==> src/rtl/tc_pl_cap_pkg.sv <==
// tc_pl_cap_pkg: shared capture-path widths and FSM state encoding
package tc_pl_cap_pkg;
  localparam int ADC_W = 28;
  localparam int ADC0_1 = 2 * ADC_W;
  localparam int FIFO_AW = 2;
  typedef enum logic [1:0] {IDLE, ARMED, RUN} cap_state_e;
endpackage

==> src/rtl/tc_pl_cap_data_adc_merge_fifo.sv <==
// tc_pl_cap_data_adc_merge_fifo: per-channel sync FIFO with flush, full/empty and drop flag
module tc_pl_cap_data_adc_merge_fifo #(
  parameter int W = 28,
  parameter int AW = 2
) (
  input  logic         clk,
  input  logic         rst,
  input  logic         flush,
  input  logic         wr_en,
  input  logic [W-1:0] wr_data,
  input  logic         rd_en,
  output logic [W-1:0] rd_data,
  output logic         full,
  output logic         empty,
  output logic         drop
);
  logic [AW:0] wr_ptr_q, wr_ptr_d, rd_ptr_q, rd_ptr_d;
  logic [W-1:0] mem_q [2**AW];
  logic wr_ok, rd_ok;
  always_comb begin
    full = (wr_ptr_q[AW] != rd_ptr_q[AW]) && (wr_ptr_q[AW-1:0] == rd_ptr_q[AW-1:0]);
    empty = wr_ptr_q == rd_ptr_q;
    rd_ok = rd_en && !empty;
    // a full FIFO still accepts a word when its head leaves in the same cycle
    wr_ok = wr_en && (!full || rd_ok);
    drop = wr_en && full && !rd_ok;
    wr_ptr_d = flush ? '0 : wr_ptr_q + {{AW{1'b0}}, wr_ok};
    rd_ptr_d = flush ? '0 : rd_ptr_q + {{AW{1'b0}}, rd_ok};
    rd_data = mem_q[rd_ptr_q[AW-1:0]];
  end
  always_ff @(posedge clk or posedge rst) begin
    if (rst) begin
      wr_ptr_q <= '0;
      rd_ptr_q <= '0;
    end else begin
      wr_ptr_q <= wr_ptr_d;
      rd_ptr_q <= rd_ptr_d;
    end
  end
  always_ff @(posedge clk) begin
    if (wr_ok && !flush) mem_q[wr_ptr_q[AW-1:0]] <= wr_data;
  end
endmodule

==> src/rtl/tc_pl_cap_data_adc_merge.sv <==
// tc_pl_cap_data_adc_merge: pairs ADC0/ADC1 words through skew FIFOs under arm/trigger/complete gating
module tc_pl_cap_data_adc_merge
  import tc_pl_cap_pkg::*;
#(
  parameter int ADC_W = tc_pl_cap_pkg::ADC_W,
  parameter int ADC0_1 = tc_pl_cap_pkg::ADC0_1,
  parameter int FIFO_AW = tc_pl_cap_pkg::FIFO_AW
) (
  input  logic              clk,
  input  logic              rst,
  input  logic              cap_arm,
  input  logic              cap_trig,
  input  logic              Gc_cap_cmpt,
  input  logic [ADC_W-1:0]  adc0_data,
  input  logic              adc0_valid,
  input  logic [ADC_W-1:0]  adc1_data,
  input  logic              adc1_valid,
  output logic [ADC0_1-1:0] Gc_merge_data,
  output logic              Gc_mereg_datv,
  input  logic              Gc_mereg_datr,
  output logic              cap_busy,
  output logic              cap_ovf
);
  cap_state_e state_q, state_d;
  logic [ADC0_1-1:0] data_q, data_d;
  logic datv_q, datv_d, ovf_q, ovf_d;
  logic arm_take, cmpt_take, flush, pop, wr0, wr1;
  logic [ADC_W-1:0] rd0, rd1;
  logic full0, full1, empty0, empty1, drop0, drop1;
  always_ff @(posedge clk or posedge rst) begin
    if (rst) state_q <= IDLE;
    else state_q <= state_d;
  end
  always_comb begin
    arm_take = (state_q == IDLE) && cap_arm;
    cmpt_take = (state_q != IDLE) && Gc_cap_cmpt;
    state_d = state_q;
    if (arm_take) state_d = ARMED;
    else if (cmpt_take) state_d = IDLE;
    else if (state_q == ARMED && cap_trig) state_d = RUN;
  end
  always_comb begin
    cap_busy = state_q != IDLE;
  end
  always_comb begin
    flush = arm_take || cmpt_take;
    wr0 = (state_q == RUN) && adc0_valid && !Gc_cap_cmpt;
    wr1 = (state_q == RUN) && adc1_valid && !Gc_cap_cmpt;
    pop = !empty0 && !empty1 && (!datv_q || Gc_mereg_datr) && !flush;
    datv_d = flush ? 1'b0 : pop ? 1'b1 : (datv_q && Gc_mereg_datr) ? 1'b0 : datv_q;
    data_d = pop ? {rd1, rd0} : data_q;
    ovf_d = arm_take ? 1'b0 : ovf_q || drop0 || drop1;
  end
  always_ff @(posedge clk or posedge rst) begin
    if (rst) begin
      data_q <= '0;
      datv_q <= 1'b0;
      ovf_q <= 1'b0;
    end else begin
      data_q <= data_d;
      datv_q <= datv_d;
      ovf_q <= ovf_d;
    end
  end
  tc_pl_cap_data_adc_merge_fifo #(.W(ADC_W), .AW(FIFO_AW)) u_fifo0 (
    .clk(clk), .rst(rst), .flush(flush), .wr_en(wr0), .wr_data(adc0_data), .rd_en(pop),
    .rd_data(rd0), .full(full0), .empty(empty0), .drop(drop0)
  );
  tc_pl_cap_data_adc_merge_fifo #(.W(ADC_W), .AW(FIFO_AW)) u_fifo1 (
    .clk(clk), .rst(rst), .flush(flush), .wr_en(wr1), .wr_data(adc1_data), .rd_en(pop),
    .rd_data(rd1), .full(full1), .empty(empty1), .drop(drop1)
  );
  assign Gc_merge_data = data_q;
  assign Gc_mereg_datv = datv_q;
  assign cap_ovf = ovf_q;
endmodule

==> config.mk <==
export PLATFORM = sky130hd
export DESIGN_NAME = tc_pl_cap_data_adc_merge
export DESIGN_NICKNAME = d
export VERILOG_FILES = /design/src/rtl/tc_pl_cap_pkg.sv /design/src/rtl/tc_pl_cap_data_adc_merge_fifo.sv /design/src/rtl/tc_pl_cap_data_adc_merge.sv
export SDC_FILE = /design/constraint.sdc
export NUM_CORES = 1
export LEC_CHECK = 0
export CAP_MARGIN = 20
export CORE_MARGIN = 2
export CORE_UTILIZATION = 55
export CTS_CLUSTER_SIZE = 14
export DETAILED_ROUTE_END_ITERATION = 8
export PLACE_DENSITY = 0.86
export SETUP_SLACK_MARGIN = 0.05
export SLEW_MARGIN = 20
export SYNTH_ARGS = -nofsm -noshare
export SYNTH_HDL_FRONTEND = slang
export SYNTH_SLANG_ARGS = --single-unit
==> constraint.sdc <==
create_clock -name clk -period 6.7 [get_ports clk]
set_input_delay 0.67 -clock clk [delete_from_list [all_inputs] [get_ports clk]]
set_output_delay 0.67 -clock clk [all_outputs]
set_load 0.02 [all_outputs]
==> impl_metrics.env <==
export IMPL_fmax_mhz=301
export IMPL_synth_simple_gate_area_share=0.0223
export IMPL_cellLeakagePower_nw=4.90
export IMPL_drive_gt1_frac=0.273
export IMPL_dp_hpwl_mm=12.1
export IMPL_grt_max_degree=73
export IMPL_portBuffers=122
export IMPL_synth_top_family_by_area="multiplexers"
export IMPL_synthDistinctLibCells=32
export IMPL_worstHoldPathType="reg2reg"
export IMPL_dieArea_sq_um=21400
export IMPL_core_sq_um=20100
export IMPL_rows=52
export IMPL_whs_ns=0.506
export IMPL_synth_adder_area_share=0.00897
export IMPL_vdd_ir_drop_max_mv=0.211
export IMPL_setup_viol=0
export IMPL_max_slew_worst_pin_slew_ns=1.00
export IMPL_yosysTopAreaCell="edfxtp_1"
export IMPL_instances_no_fill=940
export IMPL_antenna_found_initial=0
export IMPL_synth_yosys_seq_area_share=0.764
export IMPL_synth_cell_area_sq_um=11200
export IMPL_path_delay_family="flip-flops"
export IMPL_gr_usage_all_layers=0.198
export IMPL_htree_levels=1
export IMPL_power_density_nw_per_um2=274
export IMPL_cts_buffers=29
export IMPL_diodes=0
export IMPL_cts_sink_count=296
export IMPL_cts_tree="yes"
export IMPL_place_congestion=0.746
export IMPL_cp_num_buf_inv=2
export IMPL_cts_resized_gates=0
export IMPL_rsz0062_at_grt="no"
export IMPL_crit_chain="xor2_1, or3_4, nand3_2, clkinv_2, buf_4, ha_1, ha_1, and3_1"
export IMPL_wire_per_inst_microns=22.0
export IMPL_route_detailed_drc=0
export IMPL_slowest_delay_ns=1.00
export IMPL_hold_viol_final=0
export IMPL_cts_hold_buf=0
export IMPL_io_pins=123
export IMPL_clk_pin_slew_ns=0.06
export IMPL_cap_violations=0
export IMPL_maxSlewViolCount=0
export IMPL_cp_max_fo=44
export IMPL_via_count=5257
export IMPL_syn_mean_instance_area_sq_um=22.2
export IMPL_vias_per_cell=5.59
export IMPL_skew_ns=0.0275
export IMPL_arrival_ns=3.75
export IMPL_clock_path_buffers=3
export IMPL_stdcell_area_sq_um=13700
export IMPL_final_util=0.680
export IMPL_drt_pass1_iterations=4
export IMPL_grt_pass1_vias=5849
export IMPL_ys_top_cells_by_area="edfxtp_1, dfrtp_1, mux4_2"
export IMPL_maxSlewHeadroom=0.331
export IMPL_dieWidth_microns=146
export IMPL_status="finished, final reports clean"
export IMPL_ys_seq_elements=296
export IMPL_fin_setup_tns_ns=0
export IMPL_path_common_cell="ha_1"
export IMPL_clk_latency_ns=0.54
export IMPL_synth_xor_area_frac=0.00863
export IMPL_grt_first_pass_wirelength_mm=32.7
export IMPL_period_share=0.496
export IMPL_cp_required_ns=7.13
export IMPL_yosysWarnings=0
export IMPL_drtAntennaViolNets=0
export IMPL_drt_total_wl_mm=20.7
export IMPL_grt_overflow_total=0
export IMPL_crit_type="reg2reg"
export IMPL_syn_nets=574
export IMPL_cp_start_kind="flop"
export IMPL_cp_slowest_cell="dfrtp_2"
export IMPL_synth_mux_area_frac=0.179
export IMPL_netlist_instances=502
export IMPL_areaGrowthSynthToFinish_pct=22.6
export IMPL_synth_compound_area_share=0.00504
export IMPL_dpl_cell_area_sq_um=12700
export IMPL_synth_top_area_share=0.603
export IMPL_fin_crit_ns=3.33
export IMPL_postCtsSetupBuffers=0
export IMPL_die_y_microns=146
export IMPL_nets=719
export IMPL_dr_first_iter_drc_count=311
export IMPL_worstSetupEndpointType="flop"
export IMPL_start_util=0.555
export IMPL_cts_root_buf="clkbuf_16"
export IMPL_place_inst=886
[cell type report]
class                           count  area, sq um
Timing Repair Buffer              133         1310
Clock inverter                     10         88.8
Sequential cell                   296         8530
Tap cell                          270          338
Multi-Input combinational cell    182         2550
Inverter                            5         21.3
Fill cell                        1219         6430
Clock buffer                       44          842
[power breakdown]
| group | internal, mW | total (mW) | switching, mW | leakage (nW) |
|---|---|---|---|---|
| clock network | 0.906 | 1.55 | 0.641 | 0.462 |
| registers | 2.00 | 2.02 | 0.0186 | 3.01 |
| logic | 0.0946 | 0.183 | 0.0885 | 1.42 |
[layout by cell type (no fill, tap or decap), types with 2 or more instances in the layout]
master           instances
mux4_2                  56
clkdlybuf4s50_1        122
clkbuf_1                 9
nor2_1                   9
a21oi_1                  2
ha_1                     8
buf_4                   10
xor2_1                   3
inv_1                    3
xnor2_1                  8
mux2_4                  29
and3_1                   8
nand4_1                  2
mux2_2                  27
clkbuf_8                 6
clkinv_2                 8
edfxtp_1               224
nand2_1                  8
dfrtp_2                  2
a211oi_1                 2
clkbuf_16               29
nor3b_1                  2
nor4b_2                  4
nor4_2                   2
dfrtp_1                 70
[state kept, by name, indices dropped and copies added, names as in the netlist]
name	count
u_fifo0.mem_q	112
u_fifo1.mem_q	112
Gc_merge_data	56
u_fifo0.rd_ptr_q	3
u_fifo0.wr_ptr_q	3
u_fifo1.rd_ptr_q	3
u_fifo1.wr_ptr_q	3
state_q	2
Gc_mereg_datv	1
cap_ovf	1
[synthesized netlist by cell type, drive strengths merged]
library cell  number
clkbuf             7
a32o               1
nor4               2
mux4              56
nor2              11
nand2b             1
o32ai              1
nor3b              2
mux2              56
xor2               3
nor4b              4
nand3              2
inv                5
dfrtp             72
a21oi              2
ha                 8
edfxtp           224
or3                1
a211oi             3
xnor2              8
nor2b              1
nand3b             1
nand4              2
or2                1
nand2              8
and3               8
buf               12
[logic make-up after synthesis]
| logic type | count (synthesis) |
|---|---|
| AOI/OAI and AO/OA | 7 |
| DFF | 296 |
| adders and majority gates | 8 |
| and+or+nand+nor | 44 |
| xor gates and xnor gates | 11 |
| muxes | 112 |
| buffers and inverters | 24 |
[final timing paths]
kind | startpoint | to | slack (ns) | depth (start not counted)
worst max-delay path | u_fifo0.rd_ptr_q[0]$_DFF_PP0_ | u_fifo0.rd_ptr_q[1]$_DFF_PP0_ | 3.37 | 8
worst min-delay path | Gc_merge_data[53]$_DFFE_PP0N_ | Gc_merge_data[53]$_DFFE_PP0N_ | 0.51 | 1
worst max register to register | u_fifo0.rd_ptr_q[0]$_DFF_PP0_ | u_fifo0.rd_ptr_q[1]$_DFF_PP0_ | 3.37 | 8
worst min register to register | Gc_merge_data[53]$_DFFE_PP0N_ | Gc_merge_data[53]$_DFFE_PP0N_ | 0.51 | 1
max in group asynchronous | rst | u_fifo0.rd_ptr_q[0]$_DFF_PP0_ | 5.49 | 3
min in group asynchronous | rst | Gc_merge_data[47]$_DFFE_PP0N_ | 0.65 | 3
[routing by layer]
| layer | part of all wire | GRT usage | wire length (microns) | vias to the layer above |
|---|---|---|---|---|
| met4 | 0.019 | 0.0422 | 386 | 0 |
| met2 | 0.51 | 0.331 | 10500 | 151 |
| met1 | 0.42 | 0.270 | 8640 | 2761 |
| met5 | 0 | 0 | 0 | - |
| met3 | 0.056 | 0.0481 | 1160 | 29 |
| li1 | - | - | - | 2316 |
[per-stage QoR]
| step | power (mW) | setup slack (ns) |
|---|---|---|
| final | 3.75 | 3.37 |
| after detailed placement | 2.24 | 3.24 |
| after CTS | 3.79 | 3.29 |
| after floorplan | 2.13 | 1.95 |
| after global placement | 2.23 | 3.35 |
| after global routing | 3.87 | 3.08 |
Power figures use the tool's default switching activity.
